==> config.mk <==
export PLATFORM = sky130hd
export DESIGN_NAME = uart_tx_fifo_flat
export DESIGN_NICKNAME = d
export VERILOG_FILES = /design/src/rtl/uart_pkg.sv /design/src/rtl/uart_tx_fifo_if.sv /design/src/rtl/uart_fifo_mem.sv /design/src/rtl/uart_tx_fifo.sv /design/src/flat_wrapper.sv
export SDC_FILE = /design/constraint.sdc
export NUM_CORES = 1
export LEC_CHECK = 0
export ABC_AREA = 1
export BUFFER_PORTS_ARGS = -buffer_cell sky130_fd_sc_hd__buf_2
export CAP_MARGIN = 5
export CORE_UTILIZATION = 45
export CTS_BUF_LIST = sky130_fd_sc_hd__clkbuf_16
export DETAILED_ROUTE_END_ITERATION = 7
export PLACE_DENSITY_LB_ADDON = 0.08
export REMOVE_ABC_BUFFERS = 1
export SLEW_MARGIN = 20
export SYNTH_ARGS = -nofsm -noshare
export SYNTH_HDL_FRONTEND = slang
export SYNTH_SLANG_ARGS = --single-unit
==> constraint.sdc <==
create_clock -name i_Clock -period 2.1 [get_ports i_Clock]
set_clock_uncertainty 0.2 [all_clocks]
set_input_delay 0.42 -clock i_Clock [delete_from_list [all_inputs] [get_ports i_Clock]]
set_output_delay 0.42 -clock i_Clock [all_outputs]
set_load 0.005 [all_outputs]
==> src/rtl/uart_pkg.sv <==
`default_nettype none
// ============================================================================
// Module      : uart_pkg
// Description : Shared UART definitions: byte width and launcher FSM encodings.
// Revision    : 1.0 - initial release
// ============================================================================
package uart_pkg;

    localparam int DATA_W = 8;

    typedef logic [DATA_W-1:0] byte_t;
    typedef logic [1:0]        state_t;

    localparam state_t IDLE      = 2'd0;
    localparam state_t LAUNCH    = 2'd1;
    localparam state_t WAIT_DONE = 2'd2;

endpackage
`default_nettype wire

==> src/rtl/uart_tx_fifo_if.sv <==
`default_nettype none
// ============================================================================
// Module      : uart_tx_fifo_if
// Description : Host write port plus transmitter start/active/done handshake.
// Revision    : 1.0 - initial release
// ============================================================================
interface uart_tx_fifo_if #(
    parameter int DEPTH_LOG2 = 4
);
    import uart_pkg::*;

    logic                i_wr_en;
    byte_t               i_wr_data;
    logic                o_full;
    logic                o_empty;
    logic [DEPTH_LOG2:0] o_count;
    logic                o_tx_start;
    byte_t               o_tx_data;
    logic                i_tx_active;
    logic                i_tx_done;
    logic                o_busy;
    logic                o_overflow;
    logic                i_ovf_clr;

    modport master (
        output i_wr_en, i_wr_data, i_tx_active, i_tx_done, i_ovf_clr,
        input  o_full, o_empty, o_count, o_tx_start, o_tx_data, o_busy, o_overflow
    );

    modport slave (
        input  i_wr_en, i_wr_data, i_tx_active, i_tx_done, i_ovf_clr,
        output o_full, o_empty, o_count, o_tx_start, o_tx_data, o_busy, o_overflow
    );

endinterface
`default_nettype wire

==> src/rtl/uart_fifo_mem.sv <==
`default_nettype none
// ============================================================================
// Module      : uart_fifo_mem
// Description : Circular byte FIFO storage with pointers and occupancy count.
// Revision    : 1.0 - initial release
// ============================================================================
module uart_fifo_mem
    import uart_pkg::*;
#(
    parameter int DEPTH_LOG2 = 4
) (
    input  wire logic                i_Clock,
    input  wire logic                i_reset,
    input  wire logic                i_wr_en,
    input  wire byte_t               i_wr_data,
    input  wire logic                i_rd_en,
    output      byte_t               o_rd_data,
    output      logic                o_wr_drop,
    output      logic [DEPTH_LOG2:0] o_count,
    output      logic                o_full,
    output      logic                o_empty
);

    localparam int                  DEPTH        = 2 ** DEPTH_LOG2;
    localparam logic [DEPTH_LOG2:0] c_full_count = (DEPTH_LOG2 + 1)'(DEPTH);

    byte_t                 r_mem [DEPTH];
    logic [DEPTH_LOG2-1:0] r_wr_ptr;
    logic [DEPTH_LOG2-1:0] r_rd_ptr;
    logic [DEPTH_LOG2:0]   r_count;
    logic                  w_full;
    logic                  w_wr_accept;

    assign w_full      = (r_count == c_full_count);
    // A pop in the same cycle frees the slot the write lands in.
    assign w_wr_accept = i_wr_en && (!w_full || i_rd_en);

    always_ff @(posedge i_Clock) begin
        if (w_wr_accept) begin
            r_mem[r_wr_ptr] <= i_wr_data;
        end
    end

    always_ff @(posedge i_Clock or negedge i_reset) begin
        if (!i_reset) begin
            r_wr_ptr <= '0;
            r_rd_ptr <= '0;
            r_count  <= '0;
        end else begin
            if (w_wr_accept) begin
                r_wr_ptr <= r_wr_ptr + 1'b1;
            end
            if (i_rd_en) begin
                r_rd_ptr <= r_rd_ptr + 1'b1;
            end
            case ({w_wr_accept, i_rd_en})
                2'b10:   r_count <= r_count + 1'b1;
                2'b01:   r_count <= r_count - 1'b1;
                default: r_count <= r_count;
            endcase
        end
    end

    assign o_rd_data = r_mem[r_rd_ptr];
    assign o_wr_drop = i_wr_en && !w_wr_accept;
    assign o_count   = r_count;
    assign o_full    = w_full;
    assign o_empty   = (r_count == '0);

endmodule
`default_nettype wire

==> src/rtl/uart_tx_fifo.sv <==
`default_nettype none
// ============================================================================
// Module      : uart_tx_fifo
// Description : Byte FIFO plus launcher feeding a UART transmitter; the sticky
//               overflow flag is built only when UART_TX_FIFO_OVF_EN is defined.
// Revision    : 1.0 - initial release
// ============================================================================
module uart_tx_fifo
    import uart_pkg::*;
#(
    parameter int DEPTH_LOG2 = 4
) (
    input  wire logic      i_Clock,
    input  wire logic      i_reset,
    uart_tx_fifo_if.slave  bus
);

    state_t              r_state;
    state_t              w_next_state;
    byte_t               r_tx_data;
    byte_t               w_rd_data;
    logic                w_pop;
    logic                w_wr_drop;
    logic                w_empty;
    logic                w_tx_start;
    logic                w_busy;
    logic [DEPTH_LOG2:0] w_count;

    assign w_pop = (r_state == IDLE) && !w_empty && !bus.i_tx_active;

    uart_fifo_mem #(
        .DEPTH_LOG2 (DEPTH_LOG2)
    ) u_mem (
        .i_Clock   (i_Clock),
        .i_reset   (i_reset),
        .i_wr_en   (bus.i_wr_en),
        .i_wr_data (bus.i_wr_data),
        .i_rd_en   (w_pop),
        .o_rd_data (w_rd_data),
        .o_wr_drop (w_wr_drop),
        .o_count   (w_count),
        .o_full    (bus.o_full),
        .o_empty   (w_empty)
    );

    always_ff @(posedge i_Clock or negedge i_reset) begin
        if (!i_reset) begin
            r_state <= IDLE;
        end else begin
            r_state <= w_next_state;
        end
    end

    always_comb begin
        w_next_state = IDLE;
        case (r_state)
            IDLE:      w_next_state = w_pop ? LAUNCH : IDLE;
            LAUNCH:    w_next_state = bus.i_tx_active ? WAIT_DONE : LAUNCH;
            WAIT_DONE: w_next_state = bus.i_tx_done ? IDLE : WAIT_DONE;
            default:   w_next_state = IDLE;
        endcase
    end

    // Start is a level held for the whole LAUNCH state, decoded from the state register.
    always_comb begin
        w_tx_start = (r_state == LAUNCH);
        w_busy     = (r_state != IDLE);
    end

    always_ff @(posedge i_Clock or negedge i_reset) begin
        if (!i_reset) begin
            r_tx_data <= '0;
        end else if (w_pop) begin
            r_tx_data <= w_rd_data;
        end
    end

`ifdef UART_TX_FIFO_OVF_EN
    logic r_overflow;

    always_ff @(posedge i_Clock or negedge i_reset) begin
        if (!i_reset) begin
            r_overflow <= 1'b0;
        end else if (w_wr_drop) begin
            r_overflow <= 1'b1;
        end else if (bus.i_ovf_clr) begin
            r_overflow <= 1'b0;
        end
    end

    assign bus.o_overflow = r_overflow;
`else
    logic w_unused_ovf;

    assign w_unused_ovf   = bus.i_ovf_clr | w_wr_drop;
    assign bus.o_overflow = 1'b0;
`endif

    assign bus.o_tx_start = w_tx_start;
    assign bus.o_tx_data  = r_tx_data;
    assign bus.o_busy     = w_busy;
    assign bus.o_empty    = w_empty;
    assign bus.o_count    = w_count;

endmodule
`default_nettype wire

==> src/flat_wrapper.sv <==
// flat-port wrapper written by rule: the top's interface ports become plain ports
module uart_tx_fifo_flat import uart_pkg::*;
#(
    parameter int DEPTH_LOG2 = 4
)
  (i_Clock, i_reset, bus_i_wr_en, bus_i_wr_data, bus_i_tx_active, bus_i_tx_done, bus_i_ovf_clr, bus_o_full, bus_o_empty, bus_o_count, bus_o_tx_start, bus_o_tx_data, bus_o_busy, bus_o_overflow);
  uart_tx_fifo_if #(.DEPTH_LOG2(DEPTH_LOG2)) bus_i ();
  input  wire logic i_Clock;
  input  wire logic i_reset;
  input wire logic [$bits(bus_i.i_wr_en)-1:0] bus_i_wr_en;
  input wire logic [$bits(bus_i.i_wr_data)-1:0] bus_i_wr_data;
  input wire logic [$bits(bus_i.i_tx_active)-1:0] bus_i_tx_active;
  input wire logic [$bits(bus_i.i_tx_done)-1:0] bus_i_tx_done;
  input wire logic [$bits(bus_i.i_ovf_clr)-1:0] bus_i_ovf_clr;
  output wire logic [$bits(bus_i.o_full)-1:0] bus_o_full;
  output wire logic [$bits(bus_i.o_empty)-1:0] bus_o_empty;
  output wire logic [$bits(bus_i.o_count)-1:0] bus_o_count;
  output wire logic [$bits(bus_i.o_tx_start)-1:0] bus_o_tx_start;
  output wire logic [$bits(bus_i.o_tx_data)-1:0] bus_o_tx_data;
  output wire logic [$bits(bus_i.o_busy)-1:0] bus_o_busy;
  output wire logic [$bits(bus_i.o_overflow)-1:0] bus_o_overflow;
  assign bus_i.i_wr_en = bus_i_wr_en;
  assign bus_i.i_wr_data = bus_i_wr_data;
  assign bus_i.i_tx_active = bus_i_tx_active;
  assign bus_i.i_tx_done = bus_i_tx_done;
  assign bus_i.i_ovf_clr = bus_i_ovf_clr;
  assign bus_o_full = bus_i.o_full;
  assign bus_o_empty = bus_i.o_empty;
  assign bus_o_count = bus_i.o_count;
  assign bus_o_tx_start = bus_i.o_tx_start;
  assign bus_o_tx_data = bus_i.o_tx_data;
  assign bus_o_busy = bus_i.o_busy;
  assign bus_o_overflow = bus_i.o_overflow;
  uart_tx_fifo #(.DEPTH_LOG2(DEPTH_LOG2)) u_core (.i_Clock(i_Clock), .i_reset(i_reset), .bus(bus_i));
endmodule
==> run_results.csv <==
group,metric,value,unit
die,dieArea,15500,um2
sta,rsz0062_at_grt,"yes",
power_and_ir_drop,ir_drop,0.752,mV
clock_network,cts_num_sinks,151,
setup_path,r2r_end,"u_core.u_mem.o_count[4]$_DFFE_PN0P_",
sta,drv_slew,0,
setup_path,critical_path_class,"reg2reg",
placement,hpwl,9770,um
drt,wl_per_cell,16.7,um
cells_and_area,finalNonFillerCells,945,
cells_and_area,diodes,0,
synth,synth-xor-area-share,0.0104,
die,ios,32,
power_and_ir_drop,total_power,11.3,mW
cells_and_area,nNetsFinal,772,
clock_network,clk_path_buf_depth,2,
setup_path,startpoint,"u_core.u_mem.o_count[1]$_DFFE_PN0P_",
drt,drt-total-wl,15700,um
grt,overflow,0,
synth,synth-seq-area-share,0.656,
clock_network,cts_root_buffer,"clkbuf_16",
synth,netlist_instances,676,
grt,antenna_found_initial,0,
die,core,14600,um2
setup_path,setup.worst_path.start_class,"register",
job,maxCapViolCount,0,
clock_network,htree_levels,4,
synth,synth_top_area_cell,"edfxtp_1",
drt,top_layer_used,"met4",
sta,hold_viol_final,0,
power_and_ir_drop,power.density,1370,nW/um2
placement,gp_congestion,0.814,
synth,synth_flop_cell,"edfxtp_1",
sta,tightest_slew,0.633,ns
cells_and_area,final_core_util,0.565,
synth,synth_most_common_cell,"nand2_1",
power_and_ir_drop,power.share.clock,0.267,
setup_path,regToRegStartpoint,"u_core.u_mem.o_count[1]$_DFFE_PN0P_",
placement,place_inst,905,
power_and_ir_drop,internal_power,7.17,mW
synth,synth.area.top_cells,"edfxtp_1, nand2_1, dfrtp_1",
synth,synth_top_area_share,0.570,
synth,ys_async_sr_fraction,0.152,
sta,fin_hold_ws,0.114,ns
placement,portBuffers,29,
drt,dr.pass1.iters,5,
synth,synth-simple-area-share,0.217,
drt,routed-wl-met3,576,um
synth,ys_types,23,
synth,synth_edf_count,128,
clock_network,cts_made_buffers,17,
sta,setup_violations,0,
drt,drc,0,
setup_path,ff2ff_path_depth,13,
synth,synth.avg_cell_area,9.97,um2
clock_network,clk_pin_slew,0.06,ns
grt,grt_pass1_vias,4644,
grt,grt_max_degree,43,
die,rows,44,
sta,clock.fmax,478,MHz
drt,drtIter0Drc,301,
setup_path,regToRegSetupSlack,0.009,ns
drt,m1WireLength,7170,um
clock_network,insertion_delay,0.42,ns
sta,finalCriticalPeriod,2.09,ns
synth,yosysWarnings,0,
drt,vias_per_cell,4.97,
synth,synth-compound-area-share,0.00872,
placement,place_area,7320,um2
power_and_ir_drop,switching_share,0.366,
synth,ys_top_cells_by_count,"nand2_1, edfxtp_1, inv_1, nand3_1, dfrtp_1",
power_and_ir_drop,seq_power_share,0.347,
die,die_y,124,um
power_and_ir_drop,p_sw,4.13,mW
synth,synthMuxAreaShare,0,
die,initial_core_util,0.462,
drt,ant_nets,0,
sta,max_slew_margin,0.575,
sta,post-route-period-util,0.996,
sta,fin_ws,0.00862,ns
grt,grt_usage,0.215,
outcome,outcome,"finished, final reports clean",
placement,dp_slack,-0.166,ns
setup_path,crit_fanout,5,
power_and_ir_drop,p_leak,3.71,nW
synth,ys_seq_elements,151,
setup_path,crit_path_end_kind,"register",
drt,wl_met2,7670,um
synth,synth_top_family_by_area,"simple AND/OR/NAND/NOR gates",
setup_path,worstPathRequired,2.20,ns
drt,vias,4696,
die,die_x,124,um
synth,synth_area,6740,um2
cells_and_area,syn_to_final_growth,22.4,%
setup_path,crit_arrival,2.19,ns
setup_path,crit_end,"u_core.u_mem.o_count[4]$_DFFE_PN0P_",
power_and_ir_drop,power_frac_comb,0.385,
grt,grt_pass1_wl,24700,um
synth,synthAdderAreaFrac,0.0178,
cells_and_area,drive_gt1_frac,0.201,
cells_and_area,fin_area,8250,um2
min_path,hold_class,"in2reg",
sta,final.setup.tns,0,ns
clock_network,tritoncts,"built",
-- final cells by class --
cell class,count,area (um2)
multi-input cells,379,1920
fillers,1254,6340
well taps,184,230
clock buffers,17,425
flip-flops and latches,151,4420
repair buffers,82,634
clock inverters,14,161
inverters,118,450
-- worst min-delay path by stage --
stage / startpoint / end / slack, ns / cells after the start
6_report: bus_i_tx_active / u_core.r_state[0]$_DFF_PN0_ / 0.11 / 3
2_1_floorplan: i_reset / u_core.bus.o_tx_data[0]$_DFFE_PN0N_ / -0.08 / 0
3_3_place_gp: i_reset / u_core.bus.o_tx_data[4]$_DFFE_PN0N_ / 0.24 / 1
4_1_cts: bus_i_tx_active / u_core.r_state[0]$_DFF_PN0_ / 0.10 / 3
5_1_grt: bus_i_tx_active / u_core.r_state[0]$_DFF_PN0_ / 0.12 / 3
3_5_place_dp: i_reset / u_core.bus.o_tx_data[4]$_DFFE_PN0N_ / 0.23 / 1
-- critical path: stages (launching register included) --
cell and delay, ns:
dfrtp_1 0.39, nor2_2 0.12, nand4_1 0.14, nand2_1 0.13, inv_2 0.06, nand2_4 0.07
inv_6 0.05, fa_2 0.35, nand3_2 0.07, nand2_2 0.07, xor2_2 0.15, inv_1 0.05
nand2_1 0.05, nand3_1 0.06
-- cell usage in the layout (no fill, tap or decap), types with 2 or more instances in the layout --
cell,count
nand2_1,217
edfxtp_1,128
inv_1,110
nand3_1,102
buf_4,36
buf_2,29
dfrtp_1,22
clkbuf_16,17
nor2_4,12
buf_6,11
xor2_1,7
nor2_2,6
inv_2,5
ha_1,5
nand2_4,4
o21ai_0,4
nand2_2,4
clkinvlp_4,4
clkinv_2,4
ha_4,3
bufinv_16,3
buf_12,3
nand4_1,2
o31ai_1,2
clkinv_1,2
a21oi_1,2
nand3_2,2
clkinv_4,2
dlygate4sd3_1,2
-- state kept, by name, summed over array words and instances (netlist names) --
signal	count
u_core.r_state	2
u_core.u_mem.r_rd_ptr	4
u_core.u_mem.r_wr_ptr	4
u_core.u_mem.o_count	5
u_core.u_mem.r_mem	128
u_core.bus.o_tx_data	8
-- logic make-up after synthesis --
family / after synthesis
fa+ha+maj: 9
simple gates: 351
compound gates: 10
other cells: 1
flops: 151
xor+xnor: 8
buf+inv: 146
-- per-layer routing --
layer  GRT usage  vias to the layer above
li1            -                     2304
met1       0.288                     2276
met2       0.342                       93
met3      0.0494                       23
met4      0.0787                        0
met5           0                        -
-- repair_timing --
item                                    in CTS  in global routing
gates cloned                                 0                  0
buffers inserted                             8                 14
gates resized for setup                     13                 58
endpoints found under the setup margin       3                143
hold buffers                                 2                  0
hold endpoints to repair                    24                  0
pin swaps                                   12                 19
-- power by group through the flow --
stage / sequential (mW) / clock (mW) / combinational [mW]
floorplan: 4.17 / 0 / 2.01
global placement: 3.96 / 0 / 3.82
detailed placement: 3.98 / 0 / 3.89
CTS: 3.92 / 3.07 / 4.11
global route: 3.96 / 3.19 / 4.85
finish: 3.93 / 3.02 / 4.36
No activity file was read; power rests on OpenSTA's default activity.
